### src/rtl/uart_mem_loader.sv
// UART program loader: receives an A5-synced, checksummed word image over 8N1 serial
// and writes it into the unified memory, holding the CPU in reset until a good load completes.
module uart_mem_loader #(
  parameter int CLKS_PER_BIT = 434,
  parameter int DEPTH        = 3000,
  parameter int AW           = 12
) (
  input  logic          clk_in,
  input  logic          reset,
  input  logic          uart_rx,
  output logic          mem_we,
  output logic [AW-1:0] mem_addr,
  output logic [31:0]   mem_wdata,
  output logic          cpu_hold,
  output logic          load_done,
  output logic          load_error,
  output logic [2:0]    dbg_state,
  output logic [1:0]    dbg_rx_state
);

  localparam int CW = $clog2(CLKS_PER_BIT);

  typedef enum logic [1:0] {RX_IDLE, RX_START, RX_DATA, RX_STOP} rx_state_t;
  typedef enum logic [2:0] {WAIT_SYNC, CNT_LO, CNT_HI, DATA, CSUM, DONE, ERR} ld_state_t;

  rx_state_t rx_state, rx_next;
  ld_state_t state, state_next;

  logic          rx_s1, rx_s2, rx_d;
  logic [CW-1:0] clk_cnt;
  logic [2:0]    bit_idx;
  logic [7:0]    rx_byte;
  logic          half_hit, bit_hit;
  // byte_valid / frame_err are single-cycle valid-only pulses with no ready: the loader
  // must act on them in the cycle they are high, and rx_byte holds until the next frame.
  logic          byte_valid, frame_err;

  logic [7:0]  cnt_lo, sum;
  logic [15:0] word_total, word_cnt, n_words;
  logic [1:0]  byte_idx;
  logic [23:0] shift;
  logic        last_word;

  assign half_hit = (clk_cnt == CW'(CLKS_PER_BIT / 2 - 1));
  assign bit_hit  = (clk_cnt == CW'(CLKS_PER_BIT - 1));

  always_comb begin
    rx_next = rx_state;
    case (rx_state)
      RX_IDLE:  if (rx_d && !rx_s2) rx_next = RX_START;
      RX_START: if (half_hit) rx_next = rx_s2 ? RX_IDLE : RX_DATA;
      RX_DATA:  if (bit_hit && bit_idx == 3'd7) rx_next = RX_STOP;
      RX_STOP:  if (bit_hit) rx_next = RX_IDLE;
      default:  rx_next = RX_IDLE;
    endcase
  end

  always_ff @(posedge clk_in) begin
    if (reset) begin
      rx_s1      <= 1'b1;
      rx_s2      <= 1'b1;
      rx_d       <= 1'b1;
      rx_state   <= RX_IDLE;
      clk_cnt    <= '0;
      bit_idx    <= '0;
      rx_byte    <= '0;
      byte_valid <= 1'b0;
      frame_err  <= 1'b0;
    end else begin
      rx_s1      <= uart_rx;
      rx_s2      <= rx_s1;
      rx_d       <= rx_s2;
      rx_state   <= rx_next;
      byte_valid <= 1'b0;
      frame_err  <= 1'b0;
      case (rx_state)
        RX_IDLE: begin
          clk_cnt <= '0;
          bit_idx <= '0;
        end
        RX_START: clk_cnt <= half_hit ? '0 : clk_cnt + CW'(1);
        RX_DATA: begin
          if (bit_hit) begin
            clk_cnt <= '0;
            rx_byte <= {rx_s2, rx_byte[7:1]};
            bit_idx <= bit_idx + 3'd1;
          end else begin
            clk_cnt <= clk_cnt + CW'(1);
          end
        end
        RX_STOP: begin
          if (bit_hit) begin
            clk_cnt    <= '0;
            byte_valid <= rx_s2;
            frame_err  <= ~rx_s2;
          end else begin
            clk_cnt <= clk_cnt + CW'(1);
          end
        end
        default: clk_cnt <= '0;
      endcase
    end
  end

  assign n_words   = {rx_byte, cnt_lo};
  assign last_word = (byte_idx == 2'd3) && (word_cnt + 16'd1 == word_total);

  always_comb begin
    state_next = state;
    if (frame_err && (state == CNT_LO || state == CNT_HI || state == DATA || state == CSUM)) begin
      state_next = ERR;
    end else if (byte_valid) begin
      case (state)
        WAIT_SYNC, DONE, ERR: if (rx_byte == 8'hA5) state_next = CNT_LO;
        CNT_LO: state_next = CNT_HI;
        CNT_HI: begin
          if (n_words > 16'(DEPTH))  state_next = ERR;
          else if (n_words == 16'd0) state_next = CSUM;
          else                       state_next = DATA;
        end
        DATA:    if (last_word) state_next = CSUM;
        CSUM:    state_next = (rx_byte == sum) ? DONE : ERR;
        default: state_next = WAIT_SYNC;
      endcase
    end
  end

  always_ff @(posedge clk_in) begin
    if (reset) begin
      state      <= WAIT_SYNC;
      mem_we     <= 1'b0;
      mem_addr   <= '0;
      mem_wdata  <= '0;
      cnt_lo     <= '0;
      word_total <= '0;
      word_cnt   <= '0;
      byte_idx   <= '0;
      shift      <= '0;
      sum        <= '0;
    end else begin
      state  <= state_next;
      mem_we <= 1'b0;
      if (mem_we) mem_addr <= mem_addr + AW'(1);
      if (byte_valid) begin
        case (state)
          WAIT_SYNC, DONE, ERR: begin
            if (rx_byte == 8'hA5) begin
              mem_addr <= '0;
              sum      <= '0;
              byte_idx <= '0;
              word_cnt <= '0;
            end
          end
          CNT_LO: cnt_lo     <= rx_byte;
          CNT_HI: word_total <= n_words;
          DATA: begin
            sum      <= sum + rx_byte;
            shift    <= {rx_byte, shift[23:8]};
            byte_idx <= byte_idx + 2'd1;
            // First byte of a word lands in bits 7:0 once all four have shifted in.
            if (byte_idx == 2'd3) begin
              mem_we    <= 1'b1;
              mem_wdata <= {rx_byte, shift};
              word_cnt  <= word_cnt + 16'd1;
            end
          end
          default: ;
        endcase
      end
    end
  end

  assign cpu_hold     = (state != DONE);
  assign load_done    = (state == DONE);
  assign load_error   = (state == ERR);
  assign dbg_state    = state;
  assign dbg_rx_state = rx_state;

endmodule

### config.mk
export PLATFORM = sky130hd
export DESIGN_NAME = uart_mem_loader
export DESIGN_NICKNAME = d
export VERILOG_FILES = /design/src/rtl/uart_mem_loader.sv
export SDC_FILE = /design/constraint.sdc
export NUM_CORES = 1
export LEC_CHECK = 0
export BUFFER_PORTS_ARGS = -buffer_cell sky130_fd_sc_hd__buf_2
export CAP_MARGIN = 20
export CORE_ASPECT_RATIO = 0.7
export CORE_UTILIZATION = 35
export CTS_CLUSTER_SIZE = 24
export DETAILED_ROUTE_END_ITERATION = 16
export HOLD_SLACK_MARGIN = 0.1
export PLACE_DENSITY = 0.55
export RECOVER_POWER = 25
export SETUP_SLACK_MARGIN = 0.02
export SLEW_MARGIN = 20
export SYNTH_ARGS = -nofsm -noshare
export SYNTH_HDL_FRONTEND = slang
export SYNTH_SLANG_ARGS = --single-unit
### constraint.sdc
create_clock -name clk_in -period 2.9 [get_ports clk_in]
set_input_delay 0.29 -clock clk_in [delete_from_list [all_inputs] [get_ports clk_in]]
set_output_delay 0.29 -clock clk_in [all_outputs]
set_load 0.02 [all_outputs]
==> out/qor.txt, run 1 <==
FILL cells: 1995
Critical path launch point: word_cnt[0]
Die area: 20200 um2
Sequential share of the synthesized area: 43.4%
Slew @ Worst Pin: 0.688 ns
Core area: 19100 um2
Synthesized flop and latch total: 149
Worst-path cell chain: ha_2 -> nand3_1 -> xnor2_1 -> a211o_1 -> a2111o_1 -> nor4_4 -> a22oi_2 -> o31a_1
Largest stage delay on the critical path: 0.53 ns
Main synth FF type: dfxtp_1
Initial antenna violation count: 0
Asr flop ratio synth: 0%
Final hold violations: 0
Outcome: completed
DRC viols: 0
Vias: 6042
Layout cells sized above 1: 9.15%
Row Count: 42
All-Layer GR Usage: 17.4%
Initial DRC count: 541
Max VDD drop: 267 uV
Mapped Cells: 866
Max Cap Viol: 0
Largest cells by area after synthesis: dfxtp_1, nand2_1, a21oi_1, xnor2_1, ha_1
Crit path DAT: 2.84 ns
Syn Area/Cell: 7.93 um2
CP required: 3.20 ns
HP Start: reset
Diodes inserted: 0
Post-route ant nets: 0
Placement Setup Slack: 0.229 ns
Final wirelength: 17.4 mm
Crit Path Class: flop to flop
Vias in the first global route: 5426
Synth Warn #: 0
Lkg Pwr: 2.71 nW
RD Place Congestion: 0.852
Layout Skew: 0.0110 ns
IO Port Bufs: 55
Leading area contributor after synthesis: dfxtp_1
TritonCTS Buffers: 17
Depth of the CTS H-tree: 4
Commonest non-fill, non-tap cells in the layout: nand2_1, dfxtp_1, a21oi_1
Fmax: 394 MHz
Drt wl/cell: 14.7 um
Endpoints failing setup: 0
Die X-Extent: 169 um
CP max-delay cell: dfxtp_1
Drt via density: 5.11
Setup TNS: 0 ns
RSZ-0062 raised after global routing: false
First-pass GRT wire length: 28.1 mm
Synth-to-layout area growth: 14.8%
Root Buffer: clkbuf_16
Worst-Skew Late Latency: 0.42 ns
Placed cell area: 7350 um2
Ports: 56
Die height: 119 um
Largest net degree at the start of global routing: 42
Worst slew margin: 54.0%
Final Net Count: 924
Minimum clock period: 2.54 ns
Reg clk slew, reported paths: 0.07 ns
Number of distinct library cells after synthesis: 70
Setup slack after layout: 0.359 ns
DP HPWL: 11.9 mm
WHS: 0.288 ns
PwrDens: 545 nW/um2
Fin area: 7890 um2
Most common cell after layout, fill and taps aside: nand2_1
Hold WC Path Type: primary input to flop
CTS Sinks: 149
Critical Path Source Type: flop
Synth Net Count: 885
Clock Path Buffers: 2
Power, Total: 4.30 mW
Detailed Routing Iterations Pass 1: 5
Final Cycle Share: 87.6%
Crit Path Max Fanout: 14
Post-synth EDFFs: 0
Synth top area share: 43.4%
Initial Utilization: 36.0%
Total congestion overflow: 0
Reg-to-Reg Start: word_cnt[0]
Fin. max-slew vios: 0
Worst Setup End Kind: flop
Mapped cell area: 6870 um2
CTS tree: yes
## synth_stat cells, types with 3 or more instances
cell type  instances
nand4b_1           3
nor4_1             5
nor3_1            15
a21o_1             4
ha_1              15
a211oi_1           4
nand3_1           25
and2_1             3
dfxtp_1          149
nand2b_1           4
nor4bb_1           3
xor2_1            21
nand4_1           14
clkbuf_8           3
nand2_1          219
or3_1              7
xnor2_1           24
a311oi_1           4
nor2_1            50
a21oi_1          122
a31oi_1            6
clkbuf_1          39
o21ai_0           23
or4_1              5
inv_1             14
buf_6              3
buf_2              4
nand3b_1           3
clkbuf_2           3
or2_2              4
a22oi_1            4
buf_1              4
and3_1            12
## registers in the layout, summed over array words and instances (netlist names), 2 cells and up, named ones only
register	cells
byte_idx	2
cnt_lo	8
bit_idx	3
mem_addr	12
rx_byte	8
word_cnt	16
mem_wdata	32
shift	24
word_total	16
dbg_state	3
clk_cnt	9
sum	8
## through the flow
step	utilization [%]	cells
finish	41.3	1182
global route	41.3	1182
CTS	41.6	1182
detailed placement	38.6	1149
global placement	38.6	1149
floorplan	-	866
## per-layer routing
layer / global-route usage [%] / share of wire [%] / up-vias
met5: 0 / 0 / -
met4: 3.89 / 0.41 / 0
met3: 3.19 / 5.3 / 7
met2: 24.4 / 40 / 177
met1: 27.0 / 54 / 2802
li1: - / - / 3056
## power breakdown
| part | total [mW] | internal (mW) | leakage (nW) | switching [mW] |
|---|---|---|---|---|
| Sequential | 2.06 | 2.05 | 1.20 | 0.00822 |
| Clock | 2.17 | 1.15 | 0.281 | 1.01 |
| Combinational | 0.0742 | 0.0202 | 1.22 | 0.0540 |
## cells by family after synthesis
logic type / Yosys count / synth area share (%)
buffers and inverters: 72 / 4.94
multiplexers: 2 / 0.310
XOR/XNOR: 45 / 5.74
adder cells (fa/ha/maj): 16 / 3.02
AO/OA/AOI/OAI: 195 / 16.6
AND/OR/NAND/NOR: 387 / 26.0
flip-flops: 149 / 43.4
## path summary, 6_finish.rpt
check                           slack, ns  cells past startpoint            to
worst max-delay path                 0.36                      8  dbg_state[1]
worst max register to register       0.36                      8  dbg_state[1]
worst min register to register       0.41                      1         rx_s2
worst min-delay path                 0.29                      2          flop
## critical path: cells and delay by family (launching register included)
| family | cells | cell delay, ns |
|---|---|---|
| compound gates | 4 | 0.88 |
| xor+xnor | 1 | 0.16 |
| fa+ha+maj | 1 | 0.43 |
| flops | 1 | 0.53 |
| simple gates | 2 | 0.42 |
## final cells by class
| type | count | area [um2] | area share (%) |
|---|---|---|---|
| multi-input combinational | 645 | 3550 | 45.0 |
| sequential | 149 | 2980 | 37.8 |
| clock buffer | 17 | 425 | 5.39 |
| timing repair buffer | 78 | 394 | 5.00 |
| tap | 264 | 330 | 4.19 |
| clock inverter | 15 | 154 | 1.95 |
| inverter | 14 | 52.6 | 0.666 |
## what timing repair did
action | 4_1_cts | 5_1_grt
hold buffers | 1 | 0
gates resized for setup | 0 | 1
setup endpoints to repair | 0 | 2
endpoints found under the hold margin | 1 | 0
setup buffers | 0 | 0
(Power assumes the default switching activity.)
==> inputs of run 2 (changes only) <==
--- a/config.mk
+++ b/config.mk
@@ -9,7 +9,6 @@
 export CAP_MARGIN = 20
 export CORE_ASPECT_RATIO = 0.7
 export CORE_UTILIZATION = 35
-export CTS_CLUSTER_SIZE = 24
 export DETAILED_ROUTE_END_ITERATION = 16
 export HOLD_SLACK_MARGIN = 0.1
 export PLACE_DENSITY = 0.55
==> constraint.sdc (replaced) <==
create_clock -name clk_in -period 2.9 [get_ports clk_in]
set_input_delay 0.29 -clock clk_in [delete_from_list [all_inputs] [get_ports clk_in]]
set_output_delay 0.29 -clock clk_in [all_outputs]
set_load 0.005 [all_outputs]
==> run 2 against run 1 <==
Worst setup slack got worse by 0.0076 ns. Highest routed layer unchanged. Clock-buffer cell count did not move. Total power barely moved. Final area rose by 0.35%. Cell count did not move.
==> out/qor.txt, run 2 (synthesis gave the netlist of run 1 again) <==
Total congestion overflow: 0 (unchanged)
Comb pwr share: 1.7% (about the same)
Reg-to-Reg Start: word_cnt[0]
RD Place Congestion: 0.852 (unchanged)
Max Cap Viol: 0 (unchanged)
Worst-Skew Late Latency: 0.42 ns (about the same)
Crit Path Max Fanout: 14 (unchanged)
Multi-input combinational cell area: 3550 um2 (unchanged)
Met1 Use GR: 27.0% (unchanged)
Hold WC Path Type: primary input to flop
Clock Path Buffers: 2 (unchanged)
Crit Path Class: flop to flop
CP required: 3.20 ns (about the same)
Core area: 19100 um2 (unchanged)
Flip-flop count of the largest register, all copies and words added: 32 (unchanged)
First-pass GRT wire length: 28.1 mm (unchanged)
Detailed Routing Iterations Pass 1: 5 (unchanged)
CP max-delay cell: dfxtp_1
Diodes inserted: 0 (unchanged)
Clock share of power: 50.5% (about the same)
WHS Endpoint: bit_idx[1]
GR met3 Demand/Resource: 3.19% (unchanged)
Worst Setup End Kind: flop
Root Buffer: clkbuf_16
Max VDD drop: 268 uV (+0.18%)
Depth of the CTS H-tree: 4 (unchanged)
HP Start: reset
FILL cells: 1991 (-0.20%)
Layout cells sized above 1: 11.5% (+2.4 points)
Final Net Count: 924 (unchanged)
Initial Utilization: 36.0% (unchanged)
DRC viols: 0 (unchanged)
All-Layer GR Usage: 17.4% (unchanged)
IO Port Bufs: 55 (unchanged)
Commonest non-fill, non-tap cells in the layout: nand2_1, dfxtp_1, a21oi_1
Fin. max-slew vios: 0 (unchanged)
Vias: 6043 (+0.017%)
Initial antenna violation count: 0 (unchanged)
Most common cell after layout, fill and taps aside: nand2_1
Ports: 56 (unchanged)
Sequential Power Share: 47.9% (about the same)
RSZ-0062 raised after global routing: false
Layout Skew: 0.0104 ns (-0.000597 ns)
Met2 Resource Use GR: 24.4% (unchanged)
Crit path DAT: 2.85 ns (about the same)
Drt via density: 5.11 (about the same)
Setup bufs post-CTS: 0 (unchanged)
Largest delay share family, worst path: compound AO/OA/AOI/OAI gates
Biggest regs: mem_wdata x32, shift x24
Die X-Extent: 169 um (unchanged)
WHS: 0.290 ns (+0.00180 ns)
Worst-path cell chain: ha_2 -> nand3_1 -> xnor2_1 -> a211o_1 -> a2111o_1 -> nor4_4 -> a22oi_2 -> o31a_1
Setup slack, reg-to-reg: 0.35 ns (about the same)
Reg clk slew, reported paths: 0.07 ns (about the same)
Vias in the first global route: 5426 (unchanged)
CTS Sinks: 149 (unchanged)
Initial DRC count: 477 (-12%)
Final Cycle Share: 87.9% (+0.26 points)
Fmax: 392 MHz (-0.30%)
Post-route ant nets: 0 (unchanged)
Largest stage delay on the critical path: 0.53 ns (about the same)
Power, Total: 4.30 mW (about the same)
Endpoints failing setup: 0 (unchanged)
Slew @ Worst Pin: 0.670 ns (-0.0176 ns)
Drt wl/cell: 14.7 um (about the same)
DP HPWL: 11.9 mm (unchanged)
Register Area: 2980 um2 (unchanged)
CP bufs+invs: 0 (unchanged)
Setup TNS: 0 ns (unchanged)
Sw frac: 25.0% (about the same)
Largest net degree at the start of global routing: 42 (unchanged)
Hold depth: 2 (unchanged)
Minimum clock period: 2.55 ns (+0.00755 ns)
Switching power: 1.07 mW (-0.13%)
Die area: 20200 um2 (unchanged)
Lkg Pwr: 2.80 nW (+3.6%)
Worst r2r dst: dbg_state[1]
Row Count: 42 (unchanged)
Final hold violations: 0 (unchanged)
Worst slew margin: 55.2% (+1.2 points)
CTS tree: yes
PwrDens: 543 nW/um2 (-0.39%)
Largest reg by FF count: mem_wdata
FF-to-FF path depth: 8 (unchanged)
TritonCTS Buffers: 17 (unchanged)
Global route hottest layer: met1
Internal: 3.22 mW (about the same)
Die height: 119 um (unchanged)
Synth-to-layout area growth: 15.2%
Critical Path Source Type: flop
Outcome: completed
Final wirelength: 17.4 mm (about the same)
[run 2: changes by cell type in the layout (fill, tap and decap cells not counted)]
cell and change:
clkbuf_1 -23, buf_2 +22, buf_1 +1
[run 2: per-stage QoR]
stage	setup slack (ns)	utilization [%]	area, um2	cells
after floorplan	0.618	-	6870	866
after global placement	0.287	38.6	7350	1149
after detailed placement	0.229	38.6	7350	1149
after CTS	0.199	41.6	7940	1182
after global routing	0.166	41.5	7920	1182
final	0.351	41.5	7920	1182
[run 2: how the worst max path moves through the flow]
stage / startpoint / end / slack, ns / cells after the start
finish: word_cnt[0] / dbg_state[1] / 0.35 / 8
global route: word_cnt[0] / dbg_state[1] / 0.17 / 8
CTS: word_cnt[0] / dbg_state[1] / 0.20 / 8
detailed placement: word_cnt[0] / dbg_state[1] / 0.23 / 8
global placement: word_cnt[0] / dbg_state[1] / 0.29 / 8
floorplan: rx_byte[1] / dbg_state[1] / 0.62 / 8
[run 2: final cells by class]
| type | count | area share, % |
|---|---|---|
| Multi-Input combinational cell | 645 | 44.8 |
| Clock buffer | 17 | 5.37 |
| Tap cell | 264 | 4.17 |
| Timing Repair Buffer | 78 | 5.33 |
| Clock inverter | 15 | 1.94 |
| Sequential cell | 149 | 37.7 |
| Inverter | 14 | 0.664 |
[run 2: what timing repair did]
| item | 4_1_cts | 5_1_grt |
|---|---|---|
| setup endpoints to repair | 0 | 2 |
| endpoints found under the hold margin | 1 | 0 |
| gates resized for setup | 0 | 1 |
| hold buffers | 1 | 0 |
[run 2: layer usage]
layer,wire (um),up-vias
met5,0,-
met3,786,12
met1,9470,2834
met4,112,0
met2,6990,136
li1,-,3061
[run 2: worst register-to-register path, stage by stage (launching register included)]
cell and delay (ns):
dfxtp_1 0.53, ha_2 0.44, nand3_1 0.18, xnor2_1 0.16, a211o_1 0.24, a2111o_1 0.32, nor4_4 0.25, a22oi_2 0.08
o31a_1 0.24
[run 2: power groups by stage]
stage / sequential, mW / combinational (mW) / clock [mW]
floorplan: 2.10 / 0.0566 / 0
global placement: 2.10 / 0.0728 / 0
detailed placement: 2.10 / 0.0711 / 0
CTS: 2.06 / 0.0725 / 2.22
global route: 2.06 / 0.0801 / 2.32
finish: 2.06 / 0.0719 / 2.17
